<file path="src/rtl/bcd_countdown_timer.sv">
// bcd_countdown_timer: N-digit BCD countdown/count-up timer with keypad preset
// entry, start/pause/clear control, terminal-count pulse and timed alarm window.
//
// Parameters:
//   DIGITS      number of BCD digits (1..8)
//   TICK_DIV    clock cycles per count tick (>= 2)
//   ALARM_TICKS count ticks the alarm window lasts (>= 1)
//
// Ports:
//   clk        system clock, rising edge
//   reset      asynchronous active-high reset
//   key_num    keypad code, 0..9 are digits
//   key_valid  one-cycle strobe qualifying key_num
//   cmd_start  start / resume strobe
//   cmd_pause  pause strobe
//   cmd_clear  abort and zero the preset
//   mode_up    count direction sampled at start from IDLE (1 = up)
//   bcd        displayed value, digit 0 in bits [3:0]
//   running    high while counting
//   done       one-cycle pulse when the terminal value is reached
//   alarm      high throughout the alarm window
//   bi         display blank, toggles each tick during the alarm window
module bcd_countdown_timer #(
  parameter int unsigned DIGITS      = 4,
  parameter int unsigned TICK_DIV    = 50000000,
  parameter int unsigned ALARM_TICKS = 3
) (
  input  logic                  clk,
  input  logic                  reset,
  input  logic [3:0]            key_num,
  input  logic                  key_valid,
  input  logic                  cmd_start,
  input  logic                  cmd_pause,
  input  logic                  cmd_clear,
  input  logic                  mode_up,
  output logic [4*DIGITS-1:0]   bcd,
  output logic                  running,
  output logic                  done,
  output logic                  alarm,
  output logic                  bi
);

  localparam int unsigned W  = 4 * DIGITS;
  localparam int unsigned PW = (TICK_DIV > 2) ? $clog2(TICK_DIV) : 1;
  localparam int unsigned AW = $clog2(ALARM_TICKS + 1);

  typedef enum logic [1:0] {
    ST_IDLE  = 2'd0,
    ST_RUN   = 2'd1,
    ST_PAUSE = 2'd2,
    ST_ALARM = 2'd3
  } state_e;

  state_e         state_q, state_d;
  logic [W-1:0]   count_q, count_d;
  logic [W-1:0]   preset_q, preset_d;
  logic           dir_q, dir_d;
  logic [PW-1:0]  presc_q, presc_d;
  logic [AW-1:0]  acnt_q, acnt_d;
  logic           running_q, running_d;
  logic           done_q, done_d;
  logic           alarm_q, alarm_d;
  logic           bi_q, bi_d;

  logic           tick;
  logic           advance;
  logic [PW-1:0]  presc_inc;
  logic [W-1:0]   count_step;
  logic [W-1:0]   term;
  logic [W-1:0]   key_shift;

  // BCD decrement with digit-wise borrow: 0 becomes 9 and borrows onward.
  function automatic logic [W-1:0] bcd_dec(input logic [W-1:0] v);
    logic [W-1:0] r;
    logic         borrow;
    r      = v;
    borrow = 1'b1;
    for (int unsigned i = 0; i < DIGITS; i++) begin
      if (borrow) begin
        if (v[4*i +: 4] == 4'd0) begin
          r[4*i +: 4] = 4'd9;
        end else begin
          r[4*i +: 4] = v[4*i +: 4] - 4'd1;
          borrow      = 1'b0;
        end
      end
    end
    return r;
  endfunction

  // BCD increment with digit-wise carry: 9 becomes 0 and carries onward.
  function automatic logic [W-1:0] bcd_inc(input logic [W-1:0] v);
    logic [W-1:0] r;
    logic         carry;
    r     = v;
    carry = 1'b1;
    for (int unsigned i = 0; i < DIGITS; i++) begin
      if (carry) begin
        if (v[4*i +: 4] >= 4'd9) begin
          r[4*i +: 4] = 4'd0;
        end else begin
          r[4*i +: 4] = v[4*i +: 4] + 4'd1;
          carry       = 1'b0;
        end
      end
    end
    return r;
  endfunction

  // Datapath helpers shared by the next-state logic.
  assign tick       = (presc_q == PW'(TICK_DIV - 1));
  assign presc_inc  = tick ? '0 : presc_q + PW'(1);
  assign count_step = dir_q ? bcd_inc(count_q) : bcd_dec(count_q);
  assign term       = dir_q ? preset_q : '0;
  // Shift the new digit in from the right; the top digit falls off.
  assign key_shift  = W'({count_q, key_num});

  // State and output registers.
  always_ff @(posedge clk or posedge reset) begin
    if (reset) begin
      state_q   <= ST_IDLE;
      count_q   <= '0;
      preset_q  <= '0;
      dir_q     <= 1'b0;
      presc_q   <= '0;
      acnt_q    <= '0;
      running_q <= 1'b0;
      done_q    <= 1'b0;
      alarm_q   <= 1'b0;
      bi_q      <= 1'b0;
    end else begin
      state_q   <= state_d;
      count_q   <= count_d;
      preset_q  <= preset_d;
      dir_q     <= dir_d;
      presc_q   <= presc_d;
      acnt_q    <= acnt_d;
      running_q <= running_d;
      done_q    <= done_d;
      alarm_q   <= alarm_d;
      bi_q      <= bi_d;
    end
  end

  // Next-state and next-output logic; only the highest-priority command acts.
  always_comb begin
    state_d  = state_q;
    count_d  = count_q;
    preset_d = preset_q;
    dir_d    = dir_q;
    presc_d  = presc_q;
    acnt_d   = acnt_q;
    bi_d     = bi_q;
    done_d   = 1'b0;
    advance  = 1'b0;

    if (cmd_clear) begin
      state_d  = ST_IDLE;
      count_d  = '0;
      preset_d = '0;
      presc_d  = '0;
      acnt_d   = '0;
      bi_d     = 1'b0;
    end else begin
      case (state_q)
        ST_IDLE: begin
          presc_d = '0;
          acnt_d  = '0;
          bi_d    = 1'b0;
          if (!cmd_pause) begin
            if (cmd_start) begin
              if (preset_q != '0) begin
                state_d = ST_RUN;
                dir_d   = mode_up;
                count_d = mode_up ? '0 : preset_q;
              end
            end else if (key_valid && (key_num <= 4'd9)) begin
              count_d  = key_shift;
              preset_d = key_shift;
            end
          end
        end
        ST_RUN: begin
          if (cmd_pause) begin
            state_d = ST_PAUSE;
          end else begin
            advance = 1'b1;
          end
        end
        ST_PAUSE: begin
          // The resume edge counts as a running cycle so the delay added
          // equals the number of cycles spent paused.
          if (!cmd_pause && cmd_start) begin
            state_d = ST_RUN;
            advance = 1'b1;
          end
        end
        ST_ALARM: begin
          presc_d = presc_inc;
          if (tick) begin
            bi_d = ~bi_q;
            if (acnt_q == AW'(ALARM_TICKS - 1)) begin
              state_d = ST_IDLE;
              bi_d    = 1'b0;
              acnt_d  = '0;
              count_d = preset_q;
            end else begin
              acnt_d = acnt_q + AW'(1);
            end
          end
        end
        default: begin
          state_d = ST_IDLE;
        end
      endcase

      // One running cycle: advance the prescaler, count on tick.
      if (advance) begin
        presc_d = presc_inc;
        if (tick) begin
          count_d = count_step;
          if (count_step == term) begin
            state_d = ST_ALARM;
            done_d  = 1'b1;
            bi_d    = 1'b1;
            acnt_d  = '0;
          end
        end
      end
    end

    running_d = (state_d == ST_RUN);
    alarm_d   = (state_d == ST_ALARM);
  end

  assign bcd     = count_q;
  assign running = running_q;
  assign done    = done_q;
  assign alarm   = alarm_q;
  assign bi      = bi_q;

endmodule

</file>
<file path="config.mk">
export PLATFORM = sky130hd
export DESIGN_NAME = bcd_countdown_timer
export DESIGN_NICKNAME = d
export VERILOG_FILES = /design/src/rtl/bcd_countdown_timer.sv
export SDC_FILE = /design/constraint.sdc
export NUM_CORES = 1
export LEC_CHECK = 0
export ABC_CLOCK_PERIOD_IN_PS = 6000
export CORE_MARGIN = 3
export CORE_UTILIZATION = 49
export DETAILED_ROUTE_END_ITERATION = 6
export GPL_ROUTABILITY_DRIVEN = 0
export GPL_TIMING_DRIVEN = 0
export HOLD_SLACK_MARGIN = 0.12
export PLACE_DENSITY = 0.77
export SLEW_MARGIN = 20
export SYNTH_ARGS = -nofsm -noshare
export SYNTH_HDL_FRONTEND = slang
export SYNTH_SLANG_ARGS = --single-unit
</file>
<file path="constraint.sdc">
create_clock -name clk -period 6 [get_ports clk]
set_input_delay 1.2 -clock clk [delete_from_list [all_inputs] [get_ports clk]]
set_output_delay 1.2 -clock clk [all_outputs]
set_load 0.005 [all_outputs]
</file>
**Yosys cells after proc, flatten, opt, wreduce, memory -nomap -nowiden**

Cells that the tools add are included.

- Bits in registers: 67
- Bits of input ports: 11
- Output and inout bits: 20
- Logic and storage cells: 132

- Add/sub/neg operators: 10
- $lt $le $gt $ge: 5
- Eq/ne operators: 10
- Mux-type cells: 80
- Bitwise gates (word level): 3
- Reductions and logical operators: 14

Operator list:

| kind | count |
|---|---|
| 16-bit two-way mux | 17 |
| 26-bit two-way mux | 3 |
| 4-bit two-way mux | 14 |
| 26-bit case mux with 2 select lines | 1 |
| 2-bit two-way mux | 17 |
| 16-bit case mux with 2 select lines | 1 |
| 26-bit by 1-bit adder with 26-bit output (second input constant) | 1 |
| 26-bit == test (second input constant) | 1 |
| 1-bit two-way mux | 23 |
| 4-bit by 1-bit adder with 4-bit output (second input constant) | 4 |
| 16-bit == test | 1 |
| 4-bit >= comparator (second input constant) | 4 |
| 4-bit zero test | 4 |
| 16-bit nonzero test | 1 |
| 4-bit by 1-bit subtractor with 4-bit output (second input constant) | 4 |
| 2-bit == test (second input constant) | 4 |
| 2-bit case mux with 4 select lines | 1 |
| 5-bit AND reduction | 1 |
| 2-bit by 1-bit == test with 1-bit output (second input constant) | 2 |
| 4-bit <= comparator (second input constant) | 1 |
| 2-bit by 1-bit inequality test with 1-bit output (second input constant) | 2 |
| 1-bit case mux with 2 select lines | 2 |
| 2-bit case mux with 2 select lines | 1 |
| 4-bit AND reduction | 1 |
| other kinds (7) | 11 |

**Depth between registers and ports, before layout**

Gate-level depths: netlist of the first run.

- Word-level depth: 12
- Gate-level depth with buffers: 11
- Gate-level depth less buffers: 9

**Worst setup path after synthesis of the first run**

Ideal clock, no wire load.

- Kind: register to register
- From: reg count_q[4] (netlist: bcd[4])
- To: reg running_q (netlist: running)
- Setup time: 145 ps
- Arrival time: 2,891 ps
- Data required time: 5,855 ps
- Setup slack: 2,964 ps
- Cell stages (with the launch flop): 12
- Path buffers: 2
- Period minus slack after synthesis: 3,036 ps
- Cells stage by stage: dfrtp_1 -> clkbuf_1 -> inv_1 -> ha_1 -> nor3b_4 -> or4_1 -> buf_2 -> o221a_2 -> a2111oi_0 -> and4b_1 -> o211a_1 -> a31oi_1

- Word-level cells in the longest chain between the ends: 12
- Elaborated cells between the ends (all ways): 25
- Those cells by class: add/sub: 2; order compare: 1; eq/ne: 2; mux: 19; reduce/logical: 1

Ends and longest elaborated chain:

| item | RTL line | RTL |
|---|---|---|
| start, declared | 55 | `logic [W-1:0] count_q, count_d;` |
| start signal, assigned | 133 | `count_q <= count_d;` |
| 4-bit >= comparator or 4-bit zero test (tied branches) | 99, 80 |  |
| 1-bit two-way mux, on equally long branches | 99, 80 |  |
| 1-bit two-way mux, on equally long branches (2 in series) | 98, 79 |  |
| 4-bit two-way mux, on equally long branches | 98, 79 |  |
| 16-bit two-way mux * | 113 | `assign count_step = dir_q ? bcd_inc(count_q) : bcd_dec(count_q);` |
| 16-bit == test * | 222 | `if (count_step == term) begin` |
| 2-bit two-way mux * | 222 |  |
| 2-bit two-way mux * | 220 | `if (tick) begin` |
| 2-bit two-way mux * | 218 | `if (advance) begin` |
| 2-bit two-way mux * | 157 | `if (cmd_clear) begin` |
| 2-bit by 1-bit == test with 1-bit output * | 232 | `running_d = (state_d == ST_RUN);` |
| net running_d | 60 | `logic running_q, running_d;` |
| end signal, assigned | 138 | `running_q <= running_d;` |
| end, declared | 60 |  |

The timed path passes the listed nets; every way through them passes the cells marked *.
A chain may end at the register's enable or synchronous reset.

**Worst setup path after layout of the first run**

Ends and elaborated chain as after synthesis.

==> impl_metrics.csv, run 1 <==
group,metric,value,unit
grt,grt_usage,29.6,%
clock_tree,numCtsBuffers,9,
clock_tree,cts_setup_buffers,0,
clock_tree,clockBufferDepth,2,
routing,wl_met3,2370,um
grt,grt_max_degree,48,
run,maxCapViolations,0,
cells_and_area,multi_input_comb_area,3590,sq um
status,status,"finished, violations left",
cells_and_area,final_nets,762,
clock_tree,clk_pin_slew,60,ps
routing,drt-total-wl,18700,um
power_and_ir_drop,internal_power,0.00101,W
critical_path,rrSetupSlack,2130,ps
floorplanning,ios,31,
placement,place.port_buffers,30,
critical_path,startpoint,"bcd[4]",
sta,finalCritPeriodShare,64.5,%
clock_tree,htree_levels,3,
floorplanning,core.rowCount,38,
sta,drv_slew,0,
critical_path,cp_max_fo,10,
routing,wl_met1,7300,um
critical_path,regToRegStartpoint,"bcd[4]",
sta,rsz0062_at_grt,"false",
yosys,syn_nets,720,
routing,drt_iter0_markers,1129,
power_and_ir_drop,ir_worst_vdd,0.156,mV
yosys,syn-cell-area,5600,sq um
clock_tree,cts_tree,"yes",
sta,min_period,3870,ps
floorplanning,dieHeight,113,um
power_and_ir_drop,p_switching,0.000660,W
grt,first_global_vias,5715,
clock_tree,clk_latency,350,ps
sta,skew,9.59,ps
routing,drc_errors,14,
cells_and_area,syn_to_final_growth,14.3,%
cells_and_area,mostFrequentLayoutCells,"dfrtp_1 (67), nor2_1 (57), o21ai_0 (55), nand2_1 (54), a21oi_1 (44)",
power_and_ir_drop,p_leak,2.50,nW
critical_path,path_class,"flop to flop",
critical_path,cp_cell_sequence,"clkbuf_1 -> inv_1 -> ha_1 -> nor3b_4 -> nor4_4 -> mux2_2 -> nand3b_1 -> nand4_1 -> nor4b_1 -> a31oi_1",
cells_and_area,register_area,1680,sq um
sta,fmax,258,MHz
clock_tree,postCtsResizedCells,0,
clock_tree,postCtsHoldBufs,0,
critical_path,regToRegEndpoint,"running",
critical_path,critical-path-max-stage-delay,800,ps
floorplanning,core_area,11000,sq um
cells_and_area,diodes,0,
cells_and_area,num-fill-cells,976,
yosys,ys_seq_elements,67,
grt,grt_antenna_before_repair,0,
yosys,synth_edf_count,0,
clock_tree,root_buffer,"clkbuf_16",
yosys,yosysWarnings,0,
critical_path,worstSetupPathDepth,10,
worst_hold_path,min-delay-path-class,"flop to flop",
status,violations,"DRC",
critical_path,cp_slowest_cell,"nor4b_1",
routing,ant_nets,0,
sta,max_slew_margin,31.1,%
yosys,ys_seq_area_share,29.9,%
routing,top_layer_used,"met4",
cells_and_area,drive_gt1_share,8.25,%
critical_path,crit_family,"simple AND/OR/NAND/NOR gates",
power_and_ir_drop,swShare,39.6,%
critical_path,rr_worst_depth,10,
routing,post_drt_wl_per_cell,21.3,um
critical_path,crit_buf_inv,2,
cells_and_area,final_common_cell,"dfrtp_1",
sta,setup_viol,0,
critical_path,critPathLaunchType,"flop",
grt,grt_pass1_wl,30100,um
yosys,syn_area_per_cell,8.10,sq um
routing,viasPerCell,7.00,
power_and_ir_drop,seqPwrFrac,29.9,%
floorplanning,start_util,50.8,%
clock_tree,cts_sinks,67,
sta,worst_pin_slew,1030,ps
routing,vias,6150,
power_and_ir_drop,power,0.00167,W
floorplanning,die-area,12800,sq um
floorplanning,die-width,113,um
critical_path,worstSetupEndpointType,"flop",
critical_path,crit_path_end,"running",
sta,setup-tns-final,0,ps
critical_path,cp.required,6180,ps
power_and_ir_drop,p_comb_share,38.6,%
critical_path,crit_arrival,4050,ps
yosys,syn_inst,692,
grt,gr-total-overflow,0,
routing,met2_wirelength,8050,um
yosys,synthFlopType,"dfrtp_1",
sta,hold_viol_final,0,
placement,dpl.hpwl,13500,um
yosys,async_flop_share,100,%
worst_hold_path,hold_depth,2,
power_and_ir_drop,power_density,261,nW/um^2
power_and_ir_drop,power_frac_clock,31.5,%
yosys,yosys.cell_types.count,83,
routing,first_pass_iters,7,
[Yosys cell counts, types with 13 or more instances]
library cell,instances,area share (%)
ha_1,17,3.8
xor2_1,13,2.0
clkbuf_1,34,2.3
nand3_1,18,1.6
a31oi_1,16,1.8
dfrtp_1,67,30
nor2_1,57,3.8
a22o_1,16,2.5
a21oi_1,44,3.9
o21ai_0,55,4.9
nand2_1,54,3.6
nor3_1,25,2.2
nand4_1,13,1.5
inv_1,32,2.1
[state kept, by name, summed over array words and instances (netlist names)]
signal	count
alarm	1
presc_q	26
preset_q	16
dir_q	1
bcd	16
acnt_q	2
running	1
state_q	2
bi	1
done	1
[logic make-up after synthesis]
kind of cell               share of synthesized area [%]
and+or+nand+nor                                     24.6
xor gates and xnor gates                            3.75
adders and majority gates                           3.80
muxes                                               1.32
AOI/OAI and AO/OA                                   30.7
DFF                                                 29.9
buffers and inverters                               5.96
[layer usage]
metal / track usage, % / vias to the layer above
met3: 9.84 / 115
li1: - / 2698
met4: 14.3 / 0
met1: 38.5 / 2844
met5: 0 / -
met2: 44.2 / 493
[area by class of cell]
cell class	instances	area share [%]
multi-input cells	541	56.1
flip-flops and latches	67	26.2
repair buffers	31	5.12
clock buffers	11	3.95
plain buffers	49	3.16
well taps	140	2.73
inverters	35	2.09
clock inverters	5	0.664
[metrics by stage]
step | area (sq um) | utilization (%) | hold slack, ps | instances | worst slack, ps
2_1_floorplan | 5600 | - | 485 | 692 | 2960
3_3_place_gp | 6080 | 55.1 | 515 | 862 | 1970
3_5_place_dp | 6110 | 55.4 | 533 | 863 | 1850
4_1_cts | 6400 | 58.1 | 546 | 879 | 2200
5_1_grt | 6400 | 58.1 | 566 | 879 | 1840
6_report | 6400 | 58.1 | 546 | 879 | 2130
[power by group through the flow]
stage | registers, W | logic, W | clock network [W]
2_1_floorplan | 0.000498 | 0.000431 | 0
3_3_place_gp | 0.000505 | 0.000599 | 0
3_5_place_dp | 0.000506 | 0.000609 | 0
4_1_cts | 0.000497 | 0.000614 | 0.000532
5_1_grt | 0.000501 | 0.000690 | 0.000553
6_report | 0.000499 | 0.000644 | 0.000526
[tightest hold or removal path: stages, from the launching register on]
cell     delay, ps
dfrtp_1        380
nand2_1         60
o21ai_0         70
[how the worst min path moves through the flow]
stage | from | to
2_1_floorplan | presc_q[11] | presc_q[11]
3_3_place_gp | presc_q[1] | presc_q[1]
3_5_place_dp | presc_q[1] | presc_q[1]
4_1_cts | presc_q[1] | presc_q[1]
5_1_grt | presc_q[8] | presc_q[8]
6_report | presc_q[1] | presc_q[1]
Power figures use the tool's default switching activity.
==> inputs of run 2 (changes only) <==
--- a/config.mk
+++ b/config.mk
@@ -5,7 +5,7 @@
 export SDC_FILE = /design/constraint.sdc
 export NUM_CORES = 1
 export LEC_CHECK = 0
-export ABC_CLOCK_PERIOD_IN_PS = 6000
+export ABC_CLOCK_PERIOD_IN_PS = 3900
 export CORE_MARGIN = 3
 export CORE_UTILIZATION = 49
 export DETAILED_ROUTE_END_ITERATION = 6
==> constraint.sdc (replaced) <==
create_clock -name clk -period 3.9 [get_ports clk]
set_input_delay 0.78 -clock clk [delete_from_list [all_inputs] [get_ports clk]]
set_output_delay 0.78 -clock clk [all_outputs]
set_load 0.005 [all_outputs]
==> run 2 against run 1 <==
Cell count stayed put. The run still ends with DRC left. Critical path type unchanged. Critical endpoint unchanged. Utilization grew 0.068 points. Routed wire length down 0.35%. Combinational power grew 54%. Hold slack lost 1.0 ps. Final area increased by 0.12%. Worst setup slack got worse by 1900 ps. Critical path depth rose by 1. Largest power group unchanged. Maximum frequency increased by 5.9%. First-iteration DRC count increased by 1.2%. Clock skew up 0.98 ps.
==> impl_metrics.csv, run 2 (same netlist as run 1, synthesis figures left out) <==
group,metric,value,unit
grt,grt_usage,29.6,%
critical_path,worstSetupEndpointType,"flop",
power_and_ir_drop,p_leak,2.51,nW
power_and_ir_drop,power_frac_clock,31.5,%
cells_and_area,top_register,"presc_q",
power_and_ir_drop,swShare,39.5,%
power_and_ir_drop,ir_worst_vdd,0.242,mV
sta,fmax,273,MHz
cells_and_area,final_nets,762,
critical_path,crit_arrival,3850,ps
clock_tree,cts_setup_buffers,0,
sta,skew,10.6,ps
floorplanning,core.rowCount,38,
clock_tree,htree_levels,3,
routing,ant_nets,0,
critical_path,cp_max_fo,10,
power_and_ir_drop,seqPwrFrac,29.8,%
cells_and_area,fin_cells,879,
power_and_ir_drop,power_density,401,nW/um^2
placement,dpl.cell_count,863,
grt,gr-total-overflow,0,
floorplanning,die-width,113,um
routing,first_pass_iters,7,
sta,drv_slew,0,
floorplanning,die-area,12800,sq um
grt,grt_max_degree,48,
cells_and_area,syn_to_final_growth,14.4,%
routing,vias,6106,
clock_tree,cts_sinks,67,
critical_path,cp_cell_sequence,"clkbuf_1 -> inv_1 -> ha_1 -> nor3b_4 -> or4_1 -> buf_2 -> o221a_2 -> a2111oi_0 -> and4b_1 -> o211a_1 -> a31oi_1",
sta,setup_slack,242,ps
status,status,"finished, violations left",
cells_and_area,largest_register_ffs,26,
cells_and_area,drive_gt1_share,8.53,%
run,maxCapViolations,0,
clock_tree,clk_pin_slew,60,ps
power_and_ir_drop,internal_power,0.00155,W
grt,first_global_vias,5707,
clock_tree,clockBufferDepth,2,
critical_path,critPathLaunchType,"flop",
power_and_ir_drop,power,0.00257,W
critical_path,crit_buf_inv,3,
cells_and_area,final_area,6410,sq um
worst_hold_path,min-delay-path-class,"flop to flop",
floorplanning,ios,31,
sta,worst_pin_slew,1050,ps
cells_and_area,final_common_cell,"dfrtp_1",
routing,drt-total-wl,18600,um
floorplanning,core_area,11000,sq um
clock_tree,numCtsBuffers,9,
critical_path,cp.required,4090,ps
sta,rsz0062_at_grt,"false",
sta,max_slew_margin,29.8,%
grt,grt_pass1_wl,30200,um
sta,min_period,3660,ps
cells_and_area,mostFrequentLayoutCells,"dfrtp_1 (67), nor2_1 (57), o21ai_0 (55), nand2_1 (54), a21oi_1 (44)",
routing,drc_errors,9,
routing,viasPerCell,6.95,
placement,dp_slack,168,ps
sta,setup-tns-final,0,ps
clock_tree,root_buffer,"clkbuf_16",
grt,grt_antenna_before_repair,0,
critical_path,crit_family,"compound AO/OA/AOI/OAI gates",
floorplanning,start_util,50.8,%
critical_path,path_class,"flop to flop",
placement,place.port_buffers,30,
clock_tree,postCtsHoldBufs,0,
sta,hold_viol_final,0,
critical_path,critical-path-max-stage-delay,470,ps
critical_path,rrSetupSlack,240,ps
cells_and_area,diodes,0,
clock_tree,cts_tree,"yes",
routing,post_drt_wl_per_cell,21.2,um
placement,placed_area,6110,sq um
power_and_ir_drop,p_switching,0.00102,W
status,violations,"DRC",
routing,drt_iter0_markers,1143,
clock_tree,clk_latency,350,ps
floorplanning,dieHeight,113,um
sta,finalCritPeriodShare,93.8,%
placement,dpl.hpwl,13500,um
critical_path,cp_slowest_cell,"or4_1",
sta,setup_viol,0,
power_and_ir_drop,p_comb_share,38.6,%
[run 2: cell counts in the layout (fill, tap and decap cells not counted)]
Identical to the previous run, type by type.
[run 2: repair_timing]
item / in CTS / in global routing
hold endpoints to repair: 0 / 0
setup endpoints to repair: 0 / 3
gates resized for setup: 0 / 3
[run 2: layout make-up]
class,instances,area [sq um]
timing repair buffer,31,328
tap,140,175
clock inverter,5,42.5
inverter,35,134
fill,975,4620
sequential,67,1680
clock buffer,11,253
buffer,49,204
multi-input combinational,541,3600
[run 2: path summary, 6_finish.rpt]
| kind | start | end | depth (start not counted) |
|---|---|---|---|
| setup / recovery | bcd[5] | running | 11 |
| hold / removal | presc_q[11] | presc_q[11] | 1 |
| setup reg to reg | bcd[5] | running | 11 |
| hold reg to reg | presc_q[11] | presc_q[11] | 1 |
| max in group asynchronous | reset | done | 3 |
| min in group asynchronous | reset | bcd[5] | 2 |
[run 2: power by group through the flow]
stage          combinational [W]  sequential (W)  clock [W]
2_1_floorplan           0.000663        0.000766          0
3_3_place_gp            0.000921        0.000776          0
3_5_place_dp            0.000938        0.000778          0
4_1_cts                 0.000945        0.000765   0.000818
5_1_grt                  0.00107        0.000771   0.000851
6_report                0.000993        0.000767   0.000810
[run 2: routing by layer]
layer,GRT usage [%],part of all wire (%),vias to the layer above
li1,-,-,2694
met1,38.9,40,2822
met2,44.3,43,478
met3,9.41,12,112
met4,14.2,4.9,0
met5,0,0,-
[run 2: worst reg2reg max path, stage by stage, from the launching register on]
cell	delay, ps
dfrtp_1	370
clkbuf_1	430
inv_1	140
ha_1	300
nor3b_4	210
or4_1	470
buf_2	180
o221a_2	260
a2111oi_0	450
and4b_1	290
o211a_1	280
a31oi_1	130
[run 2: through the flow]
stage	utilization [%]	hold slack (ps)
after global routing	58.1	566
after floorplan	-	485
after detailed placement	55.4	533
after CTS	58.1	546
final	58.1	545
after global placement	55.1	515
==> inputs of run 3 (changes only) <==
--- a/config.mk
+++ b/config.mk
@@ -6,13 +6,14 @@
 export NUM_CORES = 1
 export LEC_CHECK = 0
 export ABC_CLOCK_PERIOD_IN_PS = 3900
+export CELL_PAD_IN_SITES_DETAIL_PLACEMENT = 1
+export CELL_PAD_IN_SITES_GLOBAL_PLACEMENT = 1
 export CORE_MARGIN = 3
-export CORE_UTILIZATION = 49
+export CORE_UTILIZATION = 46
 export DETAILED_ROUTE_END_ITERATION = 6
 export GPL_ROUTABILITY_DRIVEN = 0
 export GPL_TIMING_DRIVEN = 0
-export HOLD_SLACK_MARGIN = 0.12
-export PLACE_DENSITY = 0.77
+export PLACE_DENSITY = 0.91
 export SLEW_MARGIN = 20
 export SYNTH_ARGS = -nofsm -noshare
 export SYNTH_HDL_FRONTEND = slang
==> run 3 against run 2 <==
Worst setup slack got worse by 86 ps. Final area increased by 0.94%. Total power increased by 5.6%. Clock power increased by 5.7%. Combinational power increased by 9.8%. Largest cell class unchanged. The flow now finishes without violations. Non-clock buffer count increased by 4. Global-route usage increased by 5.3 points. Via count increased by 8.5%. Hold slack improved by 19 ps. Largest power group unchanged. Clock skew increased by 1.1 ps. Maximum frequency decreased by 2.3%. Critical path type unchanged.
==> impl_metrics.csv, run 3 (same netlist as run 1, synthesis figures left out) <==
group,metric,value,unit
clock_tree,htree_levels,3,
floorplanning,die-width,116,um
critical_path,cp_max_fo,10,
critical_path,regToRegStartpoint,"bcd[4]",
grt,grt_antenna_before_repair,1,
cells_and_area,diodes,0,
critical_path,crit_buf_inv,3,
cells_and_area,mostFrequentLayoutCells,"dfrtp_1 (67), nor2_1 (57), o21ai_0 (55), nand2_1 (54), a21oi_1 (44)",
clock_tree,postCtsHoldBufs,0,
critical_path,rrSetupSlack,160,ps
grt,first_global_vias,6497,
clock_tree,numCtsBuffers,9,
critical_path,startpoint,"bcd[4]",
cells_and_area,num-fill-cells,1413,
floorplanning,start_util,48.1,%
routing,post_drt_wl_per_cell,26.8,um
sta,finalCritPeriodShare,96.0,%
sta,setup_viol,0,
cells_and_area,final_nets,766,
power_and_ir_drop,p_comb_share,40.2,%
routing,drt_iter0_markers,938,
sta,rsz0062_at_grt,"false",
critical_path,cp_cell_sequence,"clkbuf_2 -> inv_1 -> ha_1 -> nor3b_4 -> or4_1 -> buf_2 -> o221a_2 -> a2111oi_0 -> and4b_1 -> o211a_1 -> a211oi_1",
clock_tree,cts_tree,"yes",
floorplanning,core_area,11700,sq um
floorplanning,ios,31,
sta,max_slew_margin,39.0,%
floorplanning,die-area,13500,sq um
routing,viasPerCell,7.48,
clock_tree,root_buffer,"clkbuf_16",
routing,ant_nets,0,
worst_hold_path,min-delay-start,"presc_q[25]",
cells_and_area,final_common_cell,"dfrtp_1",
status,status,"completed",
critical_path,critPathLaunchType,"flop",
cells_and_area,drive_gt1_share,9.69,%
sta,worst_pin_slew,908,ps
grt,gr-total-overflow,0,
clock_tree,clk_pin_slew,70,ps
routing,drc_errors,0,
routing,vias,6624,
clock_tree,cts_sinks,67,
critical_path,cp.required,4070,ps
power_and_ir_drop,p_leak,2.54,nW
grt,grt_pass1_wl,36300,um
grt,grt_usage,34.9,%
critical_path,crit_arrival,3920,ps
placement,dpl.hpwl,16400,um
power_and_ir_drop,p_switching,0.00113,W
routing,drt-total-wl,23700,um
worst_hold_path,min-delay-path-class,"flop to flop",
power_and_ir_drop,power_density,419,nW/um^2
critical_path,critical-path-max-stage-delay,470,ps
sta,hold_viol_final,0,
clock_tree,clk_latency,350,ps
cells_and_area,top_register,"presc_q",
critical_path,path_class,"flop to flop",
sta,min_period,3740,ps
sta,fmax,267,MHz
sta,drv_slew,0,
critical_path,rr_worst_depth,11,
cells_and_area,postLayoutCoreUtil,55.5,%
clock_tree,clockBufferDepth,2,
critical_path,worstSetupPathDepth,11,
critical_path,worstSetupEndpointType,"flop",
cells_and_area,syn_to_final_growth,15.5,%
critical_path,cp_slowest_cell,"or4_1",
run,maxCapViolations,0,
power_and_ir_drop,swShare,41.6,%
grt,grt_max_degree,59,
cells_and_area,largest_register_ffs,26,
floorplanning,dieHeight,116,um
floorplanning,core.rowCount,39,
routing,first_pass_iters,6,
sta,skew,11.6,ps
critical_path,crit_family,"compound AO/OA/AOI/OAI gates",
power_and_ir_drop,seqPwrFrac,28.3,%
power_and_ir_drop,power_frac_clock,31.6,%
placement,place.port_buffers,30,
worst_hold_path,hold_depth,2,
power_and_ir_drop,power,0.00271,W
power_and_ir_drop,internal_power,0.00158,W
power_and_ir_drop,ir_worst_vdd,0.175,mV
run 3: cell types whose count changed in the layout (fill, tap and decap cells not counted), sizes merged:
cell	previous run	this run
inv	37	36
clkinv	2	3
buf	16	20
bufinv	0	1
clkinvlp	1	2
clkbuf	45	43
run 3: power by group through the flow:
stage,registers (W),clock network [W],logic (W)
after floorplan,0.000766,0,0.000663
after global placement,0.000776,0,0.000949
after detailed placement,0.000779,0,0.000996
after CTS,0.000767,0.000860,0.00102
after global routing,0.000773,0.000890,0.00113
final,0.000767,0.000856,0.00109
run 3: area by class of cell:
cell class / instances / area, sq um / area share [%]
Multi-Input combinational cell: 541 / 3620 / 55.9
Sequential cell: 67 / 1680 / 25.9
Timing Repair Buffer: 35 / 358 / 5.53
Clock buffer: 9 / 225 / 3.48
Buffer: 49 / 206 / 3.19
Tap cell: 143 / 179 / 2.76
Inverter: 35 / 134 / 2.07
Clock inverter: 7 / 76.3 / 1.18
run 3: worst min-delay path, stage by stage, from the launching register on:
cell,delay [ps]
dfrtp_1,360
xnor2_1,120
nor2_1,40
run 3: per-layer routing:
| layer | GRT usage (%) | wire length (um) | up-vias | part of all wire [%] |
|---|---|---|---|---|
| li1 | - | - | 2706 | - |
| met1 | 46.4 | 9240 | 3216 | 39 |
| met2 | 52.9 | 10300 | 542 | 44 |
| met3 | 8.39 | 2890 | 158 | 12 |
| met4 | 17.6 | 1260 | 2 | 5.3 |
| met5 | 0 | 11 | - | 0.046 |
run 3: path summary, 6_finish.rpt:
kind | to
min in group asynchronous | bcd[11]
max reg2reg | acnt_q[0]
max in group asynchronous | acnt_q[0]
min | presc_q[25]
min reg2reg | presc_q[25]
max | acnt_q[0]
run 3: what timing repair did:
item                       CTS  global route
buffers inserted             0             4
cloned                       0             0
setup endpoints to repair    3             8
pin swaps                    0             1
gates resized for setup      1             7
run 3: metrics by stage:
stage          setup WS, ps  cell area (sq um)  std cells  hold WS, ps  setup TNS, ps
2_1_floorplan           864               5600        692          485              0
3_3_place_gp            169               6080        865          511              0
3_5_place_dp          -37.2               6110        866          531          -45.4
4_1_cts                56.4               6420        882          565              0
5_1_grt                83.9               6470        886          591              0
6_report                156               6470        886          564              0
